$ cat config.mk
export PLATFORM = sky130hd
export DESIGN_NAME = seq_mult_hs
export DESIGN_NICKNAME = d
export VERILOG_FILES = /design/src/rtl/seq_mult_pkg.sv /design/src/rtl/seq_mult_dp.sv /design/src/rtl/seq_mult_hs.sv
export SDC_FILE = /design/constraint.sdc
export NUM_CORES = 1
export LEC_CHECK = 0
export BUFFER_PORTS_ARGS = -buffer_cell sky130_fd_sc_hd__buf_2
export CAP_MARGIN = 25
export CORE_MARGIN = 4
export CORE_UTILIZATION = 53
export CTS_BUF_LIST = sky130_fd_sc_hd__clkbuf_16
export CTS_CLUSTER_DIAMETER = 40
export DETAILED_ROUTE_END_ITERATION = 16
export PLACE_DENSITY_LB_ADDON = 0.1
export SKIP_LAST_GASP = 1
export SYNTH_ARGS = -nofsm -noshare
export SYNTH_HDL_FRONTEND = slang
export SYNTH_SLANG_ARGS = --single-unit
$ cat constraint.sdc
create_clock -name clk -period 2.1 [get_ports clk]
set_input_delay 0.42 -clock clk [delete_from_list [all_inputs] [get_ports clk]]
set_output_delay 0.42 -clock clk [all_outputs]
set_load 0.03 [all_outputs]
$ cat src/rtl/seq_mult_pkg.sv
// Shared types and helpers for the serial shift-add multiplier.
//   state_e   : controller states
//   cnt_width : width of the CALC iteration counter for a given WIDTH_A
//   abs_val   : magnitude of a W-bit operand, two's-complement only when requested
package seq_mult_pkg;

  typedef enum logic [1:0] {
    ST_IDLE = 2'd0,
    ST_CALC = 2'd1,
    ST_FIX  = 2'd2,
    ST_DONE = 2'd3
  } state_e;

  // Operands are carried through abs_val in a 64-bit container.
  localparam int unsigned MAX_OP_W = 63;

  // Counter must be able to represent WIDTH_A iterations.
  function automatic int unsigned cnt_width(input int unsigned width_a);
    return $clog2(width_a + 32'd1);
  endfunction

  // Magnitude of the low 'width' bits of value. The most negative value maps to
  // 2^(width-1), which still fits in 'width' unsigned bits.
  function automatic logic [63:0] abs_val(input logic [63:0]   value,
                                          input int unsigned   width,
                                          input logic          signed_en);
    logic [63:0] mask;
    logic [63:0] neg;
    logic        msb;
    mask = (64'd1 << width) - 64'd1;
    neg  = (~value + 64'd1) & mask;
    msb  = value[6'(width - 32'd1)];
    if (signed_en && msb) begin
      return neg;
    end
    return value & mask;
  endfunction

endpackage

$ cat src/rtl/seq_mult_dp.sv
// Datapath of the serial multiplier: product register P, conditional add/shift
// and the final conditional negate into the registered result.
//   clk, rst_n : clock, async active-low reset
//   clr        : synchronous abort, clears the accumulator (result is kept)
//   load       : start a transaction with mag_a/mag_b/sign_in
//   step       : one shift-add iteration
//   fix        : write the signed/unsigned product into yout
//   mag_a      : multiplier magnitude, mag_b : multiplicand magnitude
//   sign_in    : result must be negated
//   yout       : registered product
module seq_mult_dp
  import seq_mult_pkg::*;
#(
  parameter int unsigned WIDTH_A = 16,
  parameter int unsigned WIDTH_B = 16
) (
  input  logic                       clk,
  input  logic                       rst_n,
  input  logic                       clr,
  input  logic                       load,
  input  logic                       step,
  input  logic                       fix,
  input  logic [WIDTH_A-1:0]         mag_a,
  input  logic [WIDTH_B-1:0]         mag_b,
  input  logic                       sign_in,
  output logic [WIDTH_A+WIDTH_B-1:0] yout
);

  localparam int unsigned P_W  = WIDTH_A + WIDTH_B + 1;
  localparam int unsigned Y_W  = WIDTH_A + WIDTH_B;
  localparam int unsigned UP_W = WIDTH_B + 1;

  logic [P_W-1:0]     r_p;
  logic [WIDTH_B-1:0] r_mag_b;
  logic               r_sign;
  logic [Y_W-1:0]     r_yout;

  logic [UP_W-1:0]    w_sum;
  logic [UP_W-1:0]    w_upper;
  logic [P_W-1:0]     w_p_nxt;
  logic [Y_W-1:0]     w_y_mag;
  logic [Y_W-1:0]     w_y;

  // Upper WIDTH_B+1 bits never overflow: partial sum < 2^(WIDTH_B+1).
  assign w_sum   = r_p[P_W-1:WIDTH_A] + {1'b0, r_mag_b};
  assign w_upper = r_p[0] ? w_sum : r_p[P_W-1:WIDTH_A];
  assign w_p_nxt = {1'b0, w_upper, r_p[WIDTH_A-1:1]};

  assign w_y_mag = r_p[Y_W-1:0];
  assign w_y     = r_sign ? (~w_y_mag + Y_W'(1)) : w_y_mag;

  // Accumulator and per-transaction operands.
  always_ff @(posedge clk or negedge rst_n) begin
    if (!rst_n) begin
      r_p     <= '0;
      r_mag_b <= '0;
      r_sign  <= 1'b0;
    end else if (clr) begin
      r_p     <= '0;
      r_mag_b <= '0;
      r_sign  <= 1'b0;
    end else if (load) begin
      r_p     <= {UP_W'(0), mag_a};
      r_mag_b <= mag_b;
      r_sign  <= sign_in;
    end else if (step) begin
      r_p     <= w_p_nxt;
    end
  end

  // Result register survives clr and handoff; only reset clears it.
  always_ff @(posedge clk or negedge rst_n) begin
    if (!rst_n) begin
      r_yout <= '0;
    end else if (fix && !clr) begin
      r_yout <= w_y;
    end
  end

  assign yout = r_yout;

endmodule

$ cat src/rtl/seq_mult_hs.sv
// Area-optimised serial shift-add multiplier with valid/ready handshakes.
// One multiplier bit per clock; signed or unsigned selected per transaction.
//   clk, rst_n          : clock, async active-low reset
//   clr                 : synchronous abort back to IDLE
//   in_valid/in_ready   : operand handshake (in_ready only in IDLE)
//   in_signed, ain, bin : mode and operands, sampled at accept
//   out_valid/out_ready : result handshake
//   yout                : registered product
//   busy                : high in CALC or FIX
module seq_mult_hs
  import seq_mult_pkg::*;
#(
  parameter int unsigned WIDTH_A = 16,
  parameter int unsigned WIDTH_B = 16
) (
  input  logic                       clk,
  input  logic                       rst_n,
  input  logic                       clr,
  input  logic                       in_valid,
  output logic                       in_ready,
  input  logic                       in_signed,
  input  logic [WIDTH_A-1:0]         ain,
  input  logic [WIDTH_B-1:0]         bin,
  output logic                       out_valid,
  input  logic                       out_ready,
  output logic [WIDTH_A+WIDTH_B-1:0] yout,
  output logic                       busy
);

  localparam int unsigned CNT_W = cnt_width(WIDTH_A);

  state_e             r_state;
  state_e             w_state_nxt;
  logic [CNT_W-1:0]   r_cnt;
  logic               r_in_ready;
  logic               r_out_valid;
  logic               r_busy;

  logic               w_accept;
  logic               w_last;
  logic               w_load;
  logic               w_step;
  logic               w_fix;
  logic [WIDTH_A-1:0] w_mag_a;
  logic [WIDTH_B-1:0] w_mag_b;
  logic               w_sign;

  // clr wins over a same-cycle accept.
  assign w_accept = in_valid && r_in_ready && !clr;
  assign w_last   = (r_cnt == CNT_W'(WIDTH_A - 32'd1));

  assign w_mag_a = WIDTH_A'(abs_val(64'(ain), WIDTH_A, in_signed));
  assign w_mag_b = WIDTH_B'(abs_val(64'(bin), WIDTH_B, in_signed));
  assign w_sign  = in_signed & (ain[WIDTH_A-1] ^ bin[WIDTH_B-1]);

  // State register.
  always_ff @(posedge clk or negedge rst_n) begin
    if (!rst_n) begin
      r_state <= ST_IDLE;
    end else begin
      r_state <= w_state_nxt;
    end
  end

  // Next-state logic.
  always_comb begin
    w_state_nxt = r_state;
    unique case (r_state)
      ST_IDLE: if (w_accept) w_state_nxt = ST_CALC;
      ST_CALC: if (w_last)   w_state_nxt = ST_FIX;
      ST_FIX:                w_state_nxt = ST_DONE;
      ST_DONE: if (out_ready) w_state_nxt = ST_IDLE;
      default:               w_state_nxt = ST_IDLE;
    endcase
    if (clr) begin
      w_state_nxt = ST_IDLE;
    end
  end

  // Datapath strobes.
  always_comb begin
    w_load = 1'b0;
    w_step = 1'b0;
    w_fix  = 1'b0;
    if (!clr) begin
      unique case (r_state)
        ST_IDLE: w_load = w_accept;
        ST_CALC: w_step = 1'b1;
        ST_FIX:  w_fix  = 1'b1;
        default: ;
      endcase
    end
  end

  // Handshake/status outputs are registered from the next state so they
  // line up with the state they describe.
  always_ff @(posedge clk or negedge rst_n) begin
    if (!rst_n) begin
      r_in_ready  <= 1'b1;
      r_out_valid <= 1'b0;
      r_busy      <= 1'b0;
    end else begin
      r_in_ready  <= (w_state_nxt == ST_IDLE);
      r_out_valid <= (w_state_nxt == ST_DONE);
      r_busy      <= (w_state_nxt == ST_CALC) || (w_state_nxt == ST_FIX);
    end
  end

  // Iteration counter: cleared at accept, counts CALC cycles.
  always_ff @(posedge clk or negedge rst_n) begin
    if (!rst_n) begin
      r_cnt <= '0;
    end else if (clr || w_load) begin
      r_cnt <= '0;
    end else if (w_step) begin
      r_cnt <= r_cnt + CNT_W'(1);
    end
  end

  seq_mult_dp #(
    .WIDTH_A (WIDTH_A),
    .WIDTH_B (WIDTH_B)
  ) u_dp (
    .clk     (clk),
    .rst_n   (rst_n),
    .clr     (clr),
    .load    (w_load),
    .step    (w_step),
    .fix     (w_fix),
    .mag_a   (w_mag_a),
    .mag_b   (w_mag_b),
    .sign_in (w_sign),
    .yout    (yout)
  );

  assign in_ready  = r_in_ready;
  assign out_valid = r_out_valid;
  assign busy      = r_busy;

endmodule

* Word-level counts from Yosys, hierarchy flattened
Index checks and enable logic that the tools add are counted.
** Word-level totals
- Bits in registers :: 92
- Output and inout port bits :: 35
** Cells by class
- Add/subtract/negate cells :: 5
- Muxes and demuxes :: 28
- Reductions and logical operators :: 13
- Bitwise operators :: 5
- Eq/ne operators :: 7
** Operator list (count)
- $mux W33 :: 3
- $mux W16 :: 6
- $add A16 B1 Y16 const B :: 2
- $add A32 B1 Y32 const B :: 1
- $mux W32 :: 1
- $not A16 Y16 :: 2
- $not A32 Y32 :: 1
- $add A17 B16 Y17 :: 1
- $mux W17 :: 1
- $mux W1 :: 10
- $mux W5 :: 2
- $eq A2 B2 Y1 const B :: 4
- $mux W2 :: 4
- $pmux W2 S4 :: 1
- $add A5 B1 Y5 const B :: 1
- $eq A5 B4 Y1 const B :: 1
- $logic_and A1 B1 Y1 :: 5
- $eq A2 B1 Y1 const B :: 2
- $logic_not A2 Y1 :: 2
- $reduce_bool A2 Y1 :: 2
- $reduce_bool A3 Y1 :: 1
- $logic_or A1 B1 Y1 :: 2
- $and A1 B1 Y1 :: 1
- $logic_not A1 Y1 :: 1
- $xor A1 B1 Y1 :: 1

* Logic depth before layout (Yosys ltp)
- Depth after elaboration :: 7
- Mapped depth :: 9
- Depth with buffers taken out :: 9

* Modules after synthesis
A second synthesis with hierarchy kept.
** Unflattened totals
- Cell total of the unflattened synthesis :: 655
- Area, all modules :: 5880.6 sq um
** Modules (own cells, without submodules)
- seq_mult_dp :: sequential area each 2026.9 sq um, cells each 509, instances 1, area an instance 4703.3 sq um
- seq_mult_hs :: sequential area each 251.5 sq um, cells each 146, instances 1, area an instance 1177.4 sq um

* Least setup slack after synthesis
No wires, ideal clock.
- Kind :: register to register
- Start :: reg u_dp.r_p[10]
- End :: reg u_dp.r_yout[27], in the netlist u_dp.yout[27]
- Cell stages (with the launch flop) :: 7
- Data arrival time :: 2064 ps
- Data required time :: 1971 ps
- Buffers on the path :: 0
- Slack :: -93 ps
- Path through :: dfrtp_1 > or4_4 > or4_4 > o41ai_4 > nand2_1 > xnor2_1 > o21ai_1
** Between the ends
- Word-level cells in the longest chain between the ends :: 3
** Ends and longest elaborated chain
- start: declaration :: RTL line seq_mult_dp.sv:33 : logic [P_W-1:0] r_p;
- start signal: assignment :: RTL line seq_mult_dp.sv:63 : r_p <= {UP_W'(0), mag_a};
- start signal: assignment :: RTL line seq_mult_dp.sv:67 : r_p <= w_p_nxt;
- $not A32 Y32 :: RTL line seq_mult_dp.sv:50 : assign w_y = r_sign ? (~w_y_mag + Y_W'(1)) : w_y_mag;
- $add A32 B1 Y32 :: RTL line seq_mult_dp.sv:50
- $mux W32 :: RTL line seq_mult_dp.sv:50
- end signal: assignment :: RTL line seq_mult_dp.sv:76 : r_yout <= w_y;
- end: declaration :: RTL line seq_mult_dp.sv:36 : logic [Y_W-1:0] r_yout;
No other way between the ends.
A chain may end at the register's enable or synchronous reset.

* Worst setup path in the final report
- Start :: reg u_dp.r_p[9]
- End :: reg u_dp.r_yout[23], in the netlist u_dp.yout[23]
Same word-level chain as after synthesis.

==> flow_summary.ini <==
[power]
switching_share = 0.2968
clockPowerShare = 0.343
p_leak_nw = 3.219
powerDensity_nw_per_um2 = 604.7
seq_power_share = 0.439
intPower_mw = 3.010
p_comb_frac = 0.218
switchingPower_mw = 1.270
peakVddDrop_mv = 0.3693

[setup_path]
reg2reg_from = u_dp.r_p[9]
critical_path_required_ns = 2.33
path_class = flop to flop
crit_path_max_incr_delay_ns = 0.57
slowest_stage = or4_4
path_cells = or4_4, or4_4, o41ai_4, buf_4, xor2_1, o21ai_1
cpMostUsedCell = or4_4
rr_worst_depth = 6
arrival_ns = 2.46
cp_max_fo = 3
end_kind = flop
r2r-end = u_dp.yout[23]
critical_path.startpoint_type = flop
r2r_setup_slack_ns = -0.13
crit_start = u_dp.r_p[9]

[cells_and_area]
nets = 815
stdcell_count = 894
seqCellArea_sq_um = 2281
syn2layout_area_growth_pct = 27.10
multi_input_area_sq_um = 3288
nFillCells = 839
postLayoutCoreUtil = 0.6887
final_layout_size_suffix_gt1_frac = 0.2744
diodes = 0

[synth]
ys.warnings.count = 0
syn_area_sq_um = 5569
async_reset_ff_frac = 1.000
synthFlopType = dfrtp_1
synth_cell_types = 53
syn_nets = 683
yosysSeqAreaShare = 0.4091
syn_area_per_cell_sq_um = 8.968
synth_seq_cells = 91
synth_edf_count = 0
synthCells = 621

[clocking]
cts_tree = done
path_clk_slew_ns = 0.07
clockBufferDepth = 2
clock_sinks = 91
cts_root_buf = clkbuf_16
cts_made_buffers = 9
clk_latency_ns = 0.34
cts_htree_levels = 3

[sta]
max_freq_ghz = 0.4486
tightest_slew_ns = 0.6101
maxSlewViolCount = 0
skew_ns = 0.005574
setup_viol = 7
rsz0062_at_grt = yes
relSlewSlack = 0.5898
min_period_over_period = 1.062
timing.final.ws_setup_ns = -0.1293
finalHoldViolations = 0
min_period_ns = 2.229

[placement]
portBuffers = 72
hpwl_microns = 10380
dp_cells = 867
gp_congestion = 0.8791

[routing]
post_drt_wl_per_cell_microns = 15.69
drc = 0
dr.pass1.iters = 5
vias = 5094
drtIter0Drc = 447
antenna_left = 0
totalWireLength_microns = 14030
via_per_inst = 5.698

[job]
cap_violations = 0

[global_routing]
grt_overflow = 0
grt_pass1_vias = 4741
grt_pass1_wl_microns = 23110
track_usage = 0.2271
grt_max_degree = 92
antenna_found_initial = 0

[die]
core.rowCount = 37
die_h_microns = 110.5
coreArea_sq_um = 10280
die_w_microns = 110.5
start_util = 0.5419
die-area_sq_um = 12210
pin_count = 73

[outcome]
outcome = complete, but fails checks
violations = negative setup slack

[worst_hold_path]
hold_path.class = input pin to async pin
area by class of cell:
cell class,count,area share
Timing Repair Buffer,154,0.1451
Clock buffer,9,0.03182
Multi-Input combinational cell,484,0.4646
Tap cell,136,0.02404
Inverter,13,0.006894
Clock inverter,7,0.005303
Sequential cell,91,0.3223
power groups by stage:
stage	clock [mW]	sequential, mW	combinational [mW]
2_1_floorplan	0	1.92	0.445
3_3_place_gp	0	1.90	0.789
3_5_place_dp	0	1.91	0.815
4_1_cts	1.49	1.87	0.848
5_1_grt	1.58	1.89	1.03
6_report	1.47	1.88	0.933
flip-flops by register name, summed over array words and instances, names as in the netlist:
signal / cells
in_ready: 1
busy: 1
u_dp.yout: 32
u_dp.r_mag_b: 16
r_state: 2
out_valid: 1
u_dp.r_sign: 1
u_dp.r_p: 32
r_cnt: 5
cell usage in the layout (no fill, tap or decap), drive strengths merged, types with 3 or more instances in the layout:
cell type,synthesis,layout
nand3b,16,16
nor3,8,8
o21a,3,3
nor4,7,7
or2,3,3
xnor2,18,18
mux2i,5,5
or4,6,6
o41ai,10,10
dfrtp,90,90
buf,0,154
a211oi,3,3
nor2b,8,8
xor2,47,47
inv,13,15
a22oi,17,17
and2,3,3
nor3b,4,4
nand3,10,10
o31ai,15,15
ha,23,23
clkbuf,33,9
o21ai,105,105
clkinv,0,4
nor2,24,24
nand2b,4,4
nand4,5,5
a21oi,27,27
nand2,84,84
worst max-delay path, delay by kind of cell (launching register included):
kind	cells	cell delay [ns]
xor+xnor	1	0.15
buf+inv	1	0.18
compound gates	2	0.38
simple gates	2	1.03
flops	1	0.38
per-stage QoR:
stage	setup TNS, ns	setup slack [ns]	total power [mW]	area (sq um)	hold WS [ns]
2_1_floorplan	-0.005250	-0.002831	2.370	5582	0.1244
3_3_place_gp	-0.3705	-0.1027	2.693	6564	0.4580
3_5_place_dp	-0.8424	-0.1421	2.722	6564	0.4653
4_1_cts	-0.5590	-0.1448	4.214	6879	0.1348
5_1_grt	-1.906	-0.2121	4.494	7078	0.1581
6_report	-0.5490	-0.1293	4.280	7078	0.1192
worst max-delay path by stage:
stage          slack [ns]       endpoint  cells after the start
4_1_cts             -0.14   u_dp.r_p[23]                     10
3_3_place_gp        -0.10   u_dp.r_p[23]                     10
3_5_place_dp        -0.14   u_dp.r_p[23]                     10
6_report            -0.13  u_dp.yout[23]                      6
2_1_floorplan      -0.003  u_dp.yout[27]                      6
5_1_grt             -0.21  u_dp.yout[31]                      6
synth_stat cells, types with 2 or more instances:
| library cell | count | area (sq um) |
|---|---|---|
| or3_1 | 2 | 12.51 |
| nor4_1 | 6 | 37.54 |
| or4_1 | 4 | 30.03 |
| xor2_1 | 47 | 411.6 |
| o21a_1 | 3 | 22.52 |
| a32o_1 | 2 | 20.02 |
| and2_1 | 2 | 12.51 |
| dfrtp_1 | 90 | 2252 |
| a211oi_1 | 3 | 22.52 |
| a22oi_1 | 17 | 127.6 |
| nand3_1 | 10 | 50.05 |
| xnor2_1 | 18 | 157.7 |
| a311o_1 | 2 | 20.02 |
| o211ai_1 | 2 | 15.01 |
| nor2_1 | 24 | 90.09 |
| nor2b_1 | 8 | 50.05 |
| o21ai_0 | 103 | 515.5 |
| nand2_1 | 84 | 315.3 |
| nand3b_1 | 16 | 120.1 |
| and3_1 | 2 | 12.51 |
| nand4_1 | 5 | 31.28 |
| ha_1 | 23 | 287.8 |
| mux2i_1 | 5 | 50.05 |
| a21oi_1 | 27 | 135.1 |
| or4_4 | 2 | 22.52 |
| nor3_1 | 8 | 40.04 |
| o21ai_1 | 2 | 10.01 |
| nor3b_1 | 4 | 30.03 |
| or2_2 | 3 | 18.77 |
| a221oi_1 | 2 | 17.52 |
| o41ai_1 | 9 | 78.83 |
| a311oi_1 | 2 | 17.52 |
| clkbuf_1 | 33 | 123.9 |
| a221o_1 | 2 | 20.02 |
| inv_1 | 13 | 48.80 |
| nand2b_1 | 4 | 25.02 |
| o31a_1 | 2 | 17.52 |
| o31ai_1 | 15 | 112.6 |
metal layers:
layer	global-route usage	share of wire	up-vias
met3	0.04493	0.053	22
met4	0.07143	0.018	0
met2	0.3406	0.45	153
met5	0	0	-
met1	0.3315	0.48	2405
li1	-	-	2514
kinds of logic (layout without fill, tap and decap cells):
group | after synthesis | in the layout | share of synthesized area
compound gates | 201 | 201 | 0.2220
xor+xnor | 65 | 65 | 0.1022
fa+ha+maj | 24 | 24 | 0.05527
buf+inv | 46 | 183 | 0.03101
flops | 91 | 91 | 0.4091
mux | 6 | 6 | 0.01101
simple gates | 188 | 188 | 0.1694
what timing repair did:
item	4_1_cts	5_1_grt
pin swaps	4	16
buffers inserted	3	8
endpoints found under the setup margin	15	25
resized for setup	7	44
hold buffers	0	0
No activity file was read; power rests on OpenSTA's default activity.
